### config.mk
export PLATFORM = sky130hd
export DESIGN_NAME = bcd_display_counter_flat
export DESIGN_NICKNAME = d
export VERILOG_FILES = /design/src/rtl/bcd_display_counter_if.sv /design/src/rtl/bcd_display_counter.sv /design/src/flat_wrapper.sv
export SDC_FILE = /design/constraint.sdc
export NUM_CORES = 1
export LEC_CHECK = 0
export ABC_AREA = 1
export BUFFER_PORTS_ARGS = -buffer_cell sky130_fd_sc_hd__buf_4
export CORE_MARGIN = 2
export CORE_UTILIZATION = 54
export CTS_CLUSTER_DIAMETER = 80
export DETAILED_ROUTE_END_ITERATION = 10
export GPL_ROUTABILITY_DRIVEN = 1
export MAX_ROUTING_LAYER = met4
export PLACE_DENSITY = 0.84
export SYNTH_ARGS = -nofsm -noshare
export SYNTH_HDL_FRONTEND = slang
export SYNTH_SLANG_ARGS = --single-unit
### constraint.sdc
create_clock -name CLOCK_50 -period 5 [get_ports CLOCK_50]
set_clock_uncertainty 0.15 [all_clocks]
set_input_delay 1 -clock CLOCK_50 [delete_from_list [all_inputs] [get_ports CLOCK_50]]
set_output_delay 1 -clock CLOCK_50 [all_outputs]
set_load 0.02 [all_outputs]
### src/rtl/bcd_display_counter_if.sv
// Bus bundle for the BCD display counter. The board side is the master and the counter is the slave.
// Signal names follow the board pin naming used by the counter.
interface bcd_display_counter_if #(
    parameter int DIGITS = 2
);
    logic                  EN;
    logic                  UP;
    logic                  LOAD;
    logic [4*DIGITS-1:0]   LOAD_VAL;
    logic [4*DIGITS-1:0]   COUNT;
    logic [7*DIGITS-1:0]   HEX;
    logic                  TICK;
    logic                  WRAP;

    modport master (
        output EN, UP, LOAD, LOAD_VAL,
        input  COUNT, HEX, TICK, WRAP
    );

    modport slave (
        input  EN, UP, LOAD, LOAD_VAL,
        output COUNT, HEX, TICK, WRAP
    );
endinterface

### src/rtl/bcd_display_counter.sv
// Multi-digit BCD up/down counter advanced by a prescaler tick, with a registered
// active-low 7-segment decode per digit and optional leading-zero blanking.
module bcd_display_counter #(
    parameter int DIGITS    = 2,
    parameter int TICK_DIV  = 50000000,
    parameter int MAX_COUNT = 99,
    parameter int BLANK_LZ  = 0
) (
    input  logic                  CLOCK_50,
    input  logic                  RESET,
    bcd_display_counter_if.slave  bus
);
    localparam int PW = $clog2(TICK_DIV);
    localparam logic [PW-1:0] PRESC_LAST = PW'(TICK_DIV - 1);

    function automatic logic [4*DIGITS-1:0] to_bcd(input int value);
        logic [4*DIGITS-1:0] r;
        int v;
        v = value;
        r = '0;
        for (int i = 0; i < DIGITS; i++) begin
            r[4*i +: 4] = 4'(v % 10);
            v = v / 10;
        end
        return r;
    endfunction

    function automatic logic [6:0] seg7(input logic [3:0] d);
        logic [6:0] s;
        case (d)
            4'd0:    s = 7'b0000001;
            4'd1:    s = 7'b1001111;
            4'd2:    s = 7'b0010010;
            4'd3:    s = 7'b0000110;
            4'd4:    s = 7'b1001100;
            4'd5:    s = 7'b0100100;
            4'd6:    s = 7'b0100000;
            4'd7:    s = 7'b0001111;
            4'd8:    s = 7'b0000000;
            4'd9:    s = 7'b0000100;
            default: s = 7'b1111111;
        endcase
        return s;
    endfunction

    function automatic logic [7*DIGITS-1:0] hex_reset_val(input bit blank);
        logic [7*DIGITS-1:0] r;
        for (int i = 0; i < DIGITS; i++)
            r[7*i +: 7] = (blank && i > 0) ? 7'b1111111 : 7'b0000001;
        return r;
    endfunction

    localparam logic [4*DIGITS-1:0] MAX_BCD = to_bcd(MAX_COUNT);
    localparam logic [7*DIGITS-1:0] HEX_RST = hex_reset_val(BLANK_LZ != 0);

    logic [PW-1:0]         presc_q, presc_d;
    logic                  tick_q, tick_d;
    logic                  wrap_q, wrap_d;
    logic [4*DIGITS-1:0]   count_q, count_d;
    logic [7*DIGITS-1:0]   hex_q, hex_d;

    logic [4*DIGITS-1:0]   count_inc, count_dec, load_clamp;
    logic [DIGITS-1:0]     inc_carry, dec_borrow;
    logic [DIGITS:1]       zero_above;

    assign inc_carry[0]       = 1'b1;
    assign dec_borrow[0]      = 1'b1;
    assign zero_above[DIGITS] = 1'b1;

    // Per-digit ripple carry/borrow, load clamp and segment decode.
    genvar gi;
    generate
        for (gi = 0; gi < DIGITS; gi++) begin : g_digit
            logic [3:0] digit;
            logic [3:0] ld_digit;
            assign digit    = count_q[4*gi +: 4];
            assign ld_digit = bus.LOAD_VAL[4*gi +: 4];

            assign count_inc[4*gi +: 4] = !inc_carry[gi] ? digit :
                                          (digit == 4'd9) ? 4'd0 : digit + 4'd1;
            assign count_dec[4*gi +: 4] = !dec_borrow[gi] ? digit :
                                          (digit == 4'd0) ? 4'd9 : digit - 4'd1;
            assign load_clamp[4*gi +: 4] = (ld_digit > 4'd9) ? 4'd9 : ld_digit;

            if (gi < DIGITS - 1) begin : g_chain
                assign inc_carry[gi+1]  = inc_carry[gi]  & (digit == 4'd9);
                assign dec_borrow[gi+1] = dec_borrow[gi] & (digit == 4'd0);
            end

            if (gi > 0) begin : g_blank
                assign zero_above[gi] = zero_above[gi+1] & (digit == 4'd0);
                assign hex_d[7*gi +: 7] = (BLANK_LZ != 0 && zero_above[gi]) ? 7'b1111111
                                                                             : seg7(digit);
            end else begin : g_lsd
                assign hex_d[6:0] = seg7(digit);
            end
        end
    endgenerate

    // Packed BCD orders like the decimal value, so plain compares are valid here.
    always_comb begin
        presc_d = presc_q + PW'(1);
        tick_d  = 1'b0;
        if (presc_q == PRESC_LAST) begin
            presc_d = '0;
            tick_d  = 1'b1;
        end
        if (bus.LOAD) begin
            presc_d = '0;
            tick_d  = 1'b0;
        end
    end

    always_comb begin
        count_d = count_q;
        wrap_d  = 1'b0;
        if (bus.LOAD) begin
            count_d = (load_clamp > MAX_BCD) ? MAX_BCD : load_clamp;
        end else if (tick_q && bus.EN) begin
            if (bus.UP) begin
                if (count_q == MAX_BCD) begin
                    count_d = '0;
                    wrap_d  = 1'b1;
                end else begin
                    count_d = count_inc;
                end
            end else begin
                if (count_q == '0) begin
                    count_d = MAX_BCD;
                    wrap_d  = 1'b1;
                end else begin
                    count_d = count_dec;
                end
            end
        end
    end

    always_ff @(posedge CLOCK_50 or posedge RESET) begin
        if (RESET) begin
            presc_q <= '0;
            tick_q  <= 1'b0;
            wrap_q  <= 1'b0;
            count_q <= '0;
            hex_q   <= HEX_RST;
        end else begin
            presc_q <= presc_d;
            tick_q  <= tick_d;
            wrap_q  <= wrap_d;
            count_q <= count_d;
            hex_q   <= hex_d;
        end
    end

    assign bus.COUNT = count_q;
    assign bus.HEX   = hex_q;
    assign bus.TICK  = tick_q;
    assign bus.WRAP  = wrap_q;
endmodule

### src/flat_wrapper.sv
// flat-port wrapper written by rule: the top's interface ports become plain ports
module bcd_display_counter_flat 
#(
    parameter int DIGITS    = 2,
    parameter int TICK_DIV  = 50000000,
    parameter int MAX_COUNT = 99,
    parameter int BLANK_LZ  = 0
)
  (CLOCK_50, RESET, bus_EN, bus_UP, bus_LOAD, bus_LOAD_VAL, bus_COUNT, bus_HEX, bus_TICK, bus_WRAP);
  bcd_display_counter_if #(.DIGITS(DIGITS)) bus_i ();
  input  logic CLOCK_50;
  input  logic RESET;
  input wire logic [$bits(bus_i.EN)-1:0] bus_EN;
  input wire logic [$bits(bus_i.UP)-1:0] bus_UP;
  input wire logic [$bits(bus_i.LOAD)-1:0] bus_LOAD;
  input wire logic [$bits(bus_i.LOAD_VAL)-1:0] bus_LOAD_VAL;
  output wire logic [$bits(bus_i.COUNT)-1:0] bus_COUNT;
  output wire logic [$bits(bus_i.HEX)-1:0] bus_HEX;
  output wire logic [$bits(bus_i.TICK)-1:0] bus_TICK;
  output wire logic [$bits(bus_i.WRAP)-1:0] bus_WRAP;
  assign bus_i.EN = bus_EN;
  assign bus_i.UP = bus_UP;
  assign bus_i.LOAD = bus_LOAD;
  assign bus_i.LOAD_VAL = bus_LOAD_VAL;
  assign bus_COUNT = bus_i.COUNT;
  assign bus_HEX = bus_i.HEX;
  assign bus_TICK = bus_i.TICK;
  assign bus_WRAP = bus_i.WRAP;
  bcd_display_counter #(.DIGITS(DIGITS), .TICK_DIV(TICK_DIV), .MAX_COUNT(MAX_COUNT), .BLANK_LZ(BLANK_LZ)) u_core (.CLOCK_50(CLOCK_50), .RESET(RESET), .bus(bus_i));
endmodule
## After elaboration in Yosys (flattened, before gate mapping)

Memories as Yosys holds them, arrays and structs flattened. A register that Yosys moved wholly into a read port is not among the register bits.
Index checks and enable logic that the tools add are counted.

- Reduce and logical (&&, ||, !) cells: 7
- Shifts and indexed selects: 0
- Mux-type cells: 23
- $mul: 0
- Equality and inequality tests: 5
- Div/mod/pow operators: 0
- Bitwise operators: 0
- Add/sub/neg operators: 5
- Order comparisons: 3

Operators by type and width:

| cell | number |
|---|---|
| 26-bit two-way mux | 2 |
| 8-bit two-way mux | 6 |
| 4-bit two-way mux | 8 |
| 26-bit by 1-bit adder with 26-bit output, second input constant | 1 |
| 26-bit equality test, second input constant | 1 |
| 4-bit by 1-bit adder with 4-bit output, second input constant | 2 |
| 4-bit equality test, second input constant | 2 |
| 8-bit equality test, second input constant | 1 |
| 4-bit > comparator, second input constant | 2 |
| 8-bit > comparator, second input constant | 1 |
| 4-bit zero test | 2 |
| 8-bit zero test | 1 |
| 4-bit by 1-bit subtractor with 4-bit output, second input constant | 2 |
| 1-bit two-way mux | 7 |
| 4-bit by 1-bit inequality test with 1-bit output, second input constant | 1 |
| 4-bit nonzero test | 1 |
| 3-bit AND reduction | 1 |
| 2-bit nonzero test | 1 |
| 1-bit logical AND | 1 |

- Memory bits (read-only): 224
- RAM bits: 0
- Bits of input ports: 13
- Logic and storage cells: 50
- Output and inout bits: 24
- Register bits: 36
- Bits in latches: 0
- Memories: 2

Memory list:

| name | words | width | read ports | clocked after memory_dff | write ports | RTL line | source |
|---|---|---|---|---|---|---|---|
| (name not given) | 16 | 7 | 1 | 1 | 0 | bcd_display_counter.sv:30 | `case (d)` |
| (name not given) | 16 | 7 | 1 | 1 | 0 | bcd_display_counter.sv:30 |  |

## Logic depth before layout (Yosys ltp)

- Word-level depth: 7
- Depth in mapped cells: 9
- Gate-level depth less buffers: 9

## Worst setup path after synthesis

No wires, ideal clock.

- Path type: input port to flip-flop
- Start: input port bus_LOAD
- End: register u_core.count_q[1], in the netlist u_core.bus.COUNT[1]
- Library setup time: 0.120 ns
- Stages: 8
- Data required time: 4.730 ns
- Buffers on the path: 1
- Path slack: 3.054 ns
- Arrival time: 1.677 ns
- Cell sequence: buf_2 nor2_1 nand2_1 inv_1 nand2_1 nand3_1 o21ai_0 inv_1

- Cells in the longest elaborated chain, start to end: 1
- Elaborated cells between the ends (all ways): 2
- Those cells by class: mux (1); reduce/logical (1)

RTL lines:

| item | RTL line | source |
|---|---|---|
| from (decl) | flat_wrapper.sv:15 | `input wire logic [$bits(bus_i.LOAD)-1:0] bus_LOAD;` |
| 8-bit two-way mux or 2-bit nonzero test (tied branches) | -- |  |
| to (signal assigned) | bcd_display_counter.sv:149 | `count_q <= count_d;` |
| to (decl) | bcd_display_counter.sv:59 | `logic [4*DIGITS-1:0] count_q, count_d;` |

Several ways; a longest one is shown, not always the timed one.
A chain may end at the register's enable or synchronous reset.

## Final worst setup path

- Start: register u_core.count_q[6], in the netlist u_core.bus.COUNT[6]
- End: output port bus_COUNT[6]

RTL lines:

| item | RTL line | source |
|---|---|---|
| to (decl) | flat_wrapper.sv:17 | `output wire logic [$bits(bus_i.COUNT)-1:0] bus_COUNT;` |

No word-level cell between the ends.

==> flow_metrics.env <==
export IMPL_worstSetupPathType="reg -> out"
export IMPL_yosys_warnings=0
export IMPL_layout_drive_gt1_share_pct=16.5
export IMPL_ir_drop_mv=0.238
export IMPL_dpl_cell_count=504
export IMPL_hold_start="u_core.presc_q[0]$_DFF_PP0_"
export IMPL_r2r_end="u_core.bus.COUNT[6]$_DFFE_PP0P_"
export IMPL_die_area_mm2=0.00609
export IMPL_die_h_um=78.0
export IMPL_crit_path_start_kind="flip-flop"
export IMPL_critPathTopFamily="flip-flops"
export IMPL_period_share_pct=44.8
export IMPL_nFillCells=441
export IMPL_first_global_vias=2453
export IMPL_hold_violations=0
export IMPL_start_util_pct=56.8
export IMPL_gp_congestion=0.926
export IMPL_regArea_mm2=0.00125
export IMPL_power_density_mw_per_mm2=333
export IMPL_cp_slowest_cell="dfrtp_1"
export IMPL_pin_count=37
export IMPL_dp_hpwl_mm=4.65
export IMPL_gr_usage_met1_pct=28.3
export IMPL_yosys_top_cells_count="nand2_1 (104), nor2_1 (74), dfrtp_1 (48)"
export IMPL_cts_tree="built"
export IMPL_cts_buffer_depth=2
export IMPL_firstDrtPassIters=5
export IMPL_grtUsageMet2_pct=36.9
export IMPL_fmax_mhz=447
export IMPL_synth_edf_count=0
export IMPL_holdPathStages=1
export IMPL_drt_total_wl_mm=6.16
export IMPL_grtUsageTotal_pct=22.4
export IMPL_async_flop_share_pct=100
export IMPL_drc=0
export IMPL_crit_chain="buf_4"
export IMPL_synth_distinct_cells=35
export IMPL_worstPathRequired_ns=3.85
export IMPL_port_buffer_count=36
export IMPL_power_total_mw=1.14
export IMPL_syn_area_per_cell_um2=7.36
export IMPL_ant_nets=0
export IMPL_worstHoldEndpoint="u_core.presc_q[0]$_DFF_PP0_"
export IMPL_cts_resized=0
export IMPL_p_leak_nw=1.65
export IMPL_cts_root_buf="clkbuf_8"
export IMPL_synth_top_cells_by_area="dfrtp_1 (41%), nand2_1 (13%), nor2_1 (9.4%), inv_1 (5.3%), ha_1 (4.7%)"
export IMPL_r2r_start="u_core.bus.COUNT[4]$_DFFE_PP0P_"
export IMPL_yosysSeqAreaShare_pct=42.4
export IMPL_fp_coreArea_mm2=0.00520
export IMPL_cp_max_fo=13
export IMPL_ff2ff_setup_slack_ns=3.15
export IMPL_grt_most_used_layer="met2"
export IMPL_netlist_area_mm2=0.00296
export IMPL_nNetsFinal=465
export IMPL_cts_hold_buf=0
export IMPL_grt_pass1_wl_mm=10.7
export IMPL_wl_per_cell_um=12.0
export IMPL_antenna_found_initial=0
export IMPL_status="finished, final reports clean"
export IMPL_crit_path_end_kind="output pin"
export IMPL_rsz0062_at_grt="no"
export IMPL_cts_sinks=50
export IMPL_drt_iter0_markers=173
export IMPL_path_buf_inv=1
export IMPL_synth_most_common_cell="nand2_1"
export IMPL_setup_violations=0
export IMPL_fp_row_count=26
export IMPL_multiInputGateArea_mm2=0.00150
export IMPL_clkLatencyLatePin_ns=0.30
export IMPL_fp_dieW_um=78.0
export IMPL_stdcell_count=512
export IMPL_hp_class="reg -> reg"
export IMPL_grt_max_degree=51
export IMPL_worst_slew_pin_slew_ns=0.987
export IMPL_relSlewSlack_pct=34.1
export IMPL_cts_htree_levels=2
export IMPL_clkTransAtPathRegs_ns=0.09
export IMPL_yosysTopAreaCell="dfrtp_1"
export IMPL_max_stage_delay_ns=0.57
export IMPL_yosysTopAreaCellShare_pct=40.6
export IMPL_cts_buffers=5
export IMPL_tns_ns=0
export IMPL_post_cts_buffers=0
export IMPL_grt_ovfl_total=0
export IMPL_vias_per_cell=5.07
export IMPL_max_cap_violations=0
export IMPL_worstPathArrival_ns=1.09
export IMPL_reg2regPathDepth=7
export IMPL_worst_slack_ns=2.76
export IMPL_area_growth_pct=15.2
export IMPL_synth_fp_nets=426
export IMPL_use_met3_pct=3.91
export IMPL_vias=2598
export IMPL_finish_utilization_pct=65.5
export IMPL_min_period_ns=2.24
export IMPL_dp_slack_ns=2.78
export IMPL_synth_seq_cells=50
export IMPL_synth_cells=402
export IMPL_ys_flop_type="dfrtp_1"
export IMPL_num_antenna_cells=0
export IMPL_slew_violations=0
final cells by class:
class | instances | share of cell area [%]
inverter | 48 | 5.36
timing repair buffer | 36 | 7.93
sequential | 50 | 36.8
tap | 70 | 2.57
multi-input combinational | 300 | 44.1
clock inverter | 2 | 1.10
clock buffer | 6 | 2.13
through the flow:
step	hold WS, ns	instance area, µm²
floorplan	0.301	2960
finish	0.338	3410
CTS	0.340	3410
global placement	0.323	3300
global route	0.364	3410
detailed placement	0.328	3300
power by group:
group          switching, mW  leakage [nW]  internal [mW]
logic                  0.207         0.953          0.134
clock network          0.136        0.0514          0.149
registers             0.0472         0.645          0.462
total                  0.390          1.65          0.746
layer usage:
metal / wire (µm) / vias up
li1: - / 1337
met4: 91 / 0
met1: 2770 / 1153
met3: 326 / 10
met2: 2970 / 98
met5: 0 / -
logic make-up after synthesis:
family	Yosys count	synth area share, %
compound gates	39	7.23
fa+ha+maj	11	4.65
flops	50	42.4
simple gates	238	35.4
xor+xnor	12	3.55
buf+inv	52	6.81
layout by cell type (no fill, tap or decap), drive strengths merged, types with 2 or more instances in the layout:
cell type / synthesis / final
buf: 3 / 36
nor3: 7 / 7
nand3b: 2 / 2
a21oi: 8 / 8
dfrtp: 48 / 48
nand3: 29 / 29
inv: 48 / 48
o21ai: 23 / 23
clkbuf: 1 / 6
nand2: 111 / 111
o211ai: 2 / 2
xor2: 5 / 5
dfstp: 2 / 2
nor2: 84 / 84
xnor2: 7 / 7
ha: 11 / 11
worst max path at each step:
stage                                          from                              end  slack [ns]  cells after the start
finish              u_core.bus.COUNT[6]$_DFFE_PP0P_                     bus_COUNT[6]        2.76                      1
global route        u_core.bus.COUNT[6]$_DFFE_PP0P_                     bus_COUNT[6]        2.70                      1
CTS                 u_core.bus.COUNT[6]$_DFFE_PP0P_                     bus_COUNT[6]        2.76                      1
detailed placement                         bus_LOAD  u_core.bus.COUNT[5]$_DFFE_PP0P_        2.78                      7
global placement                           bus_LOAD  u_core.bus.COUNT[4]$_DFFE_PP0P_        2.83                      6
floorplan                                     RESET  u_core.bus.COUNT[0]$_DFFE_PP0P_        2.65                      1
worst register-to-register path, delay by kind of cell, from the launching register on:
| family | cells | cell delay [ns] |
|---|---|---|
| and+or+nand+nor | 3 | 0.31 |
| AOI/OAI and AO/OA | 1 | 0.07 |
| DFF | 1 | 0.49 |
| buffers and inverters | 1 | 0.16 |
| adders and majority gates | 2 | 0.60 |
flip-flops by register name (all words and copies together) (netlist names):
signal	flops
u_core.bus.HEX	14
u_core.bus.WRAP	1
u_core.bus.COUNT	8
u_core.bus.TICK	1
u_core.presc_q	26
No activity file was read; power rests on OpenSTA's default activity.
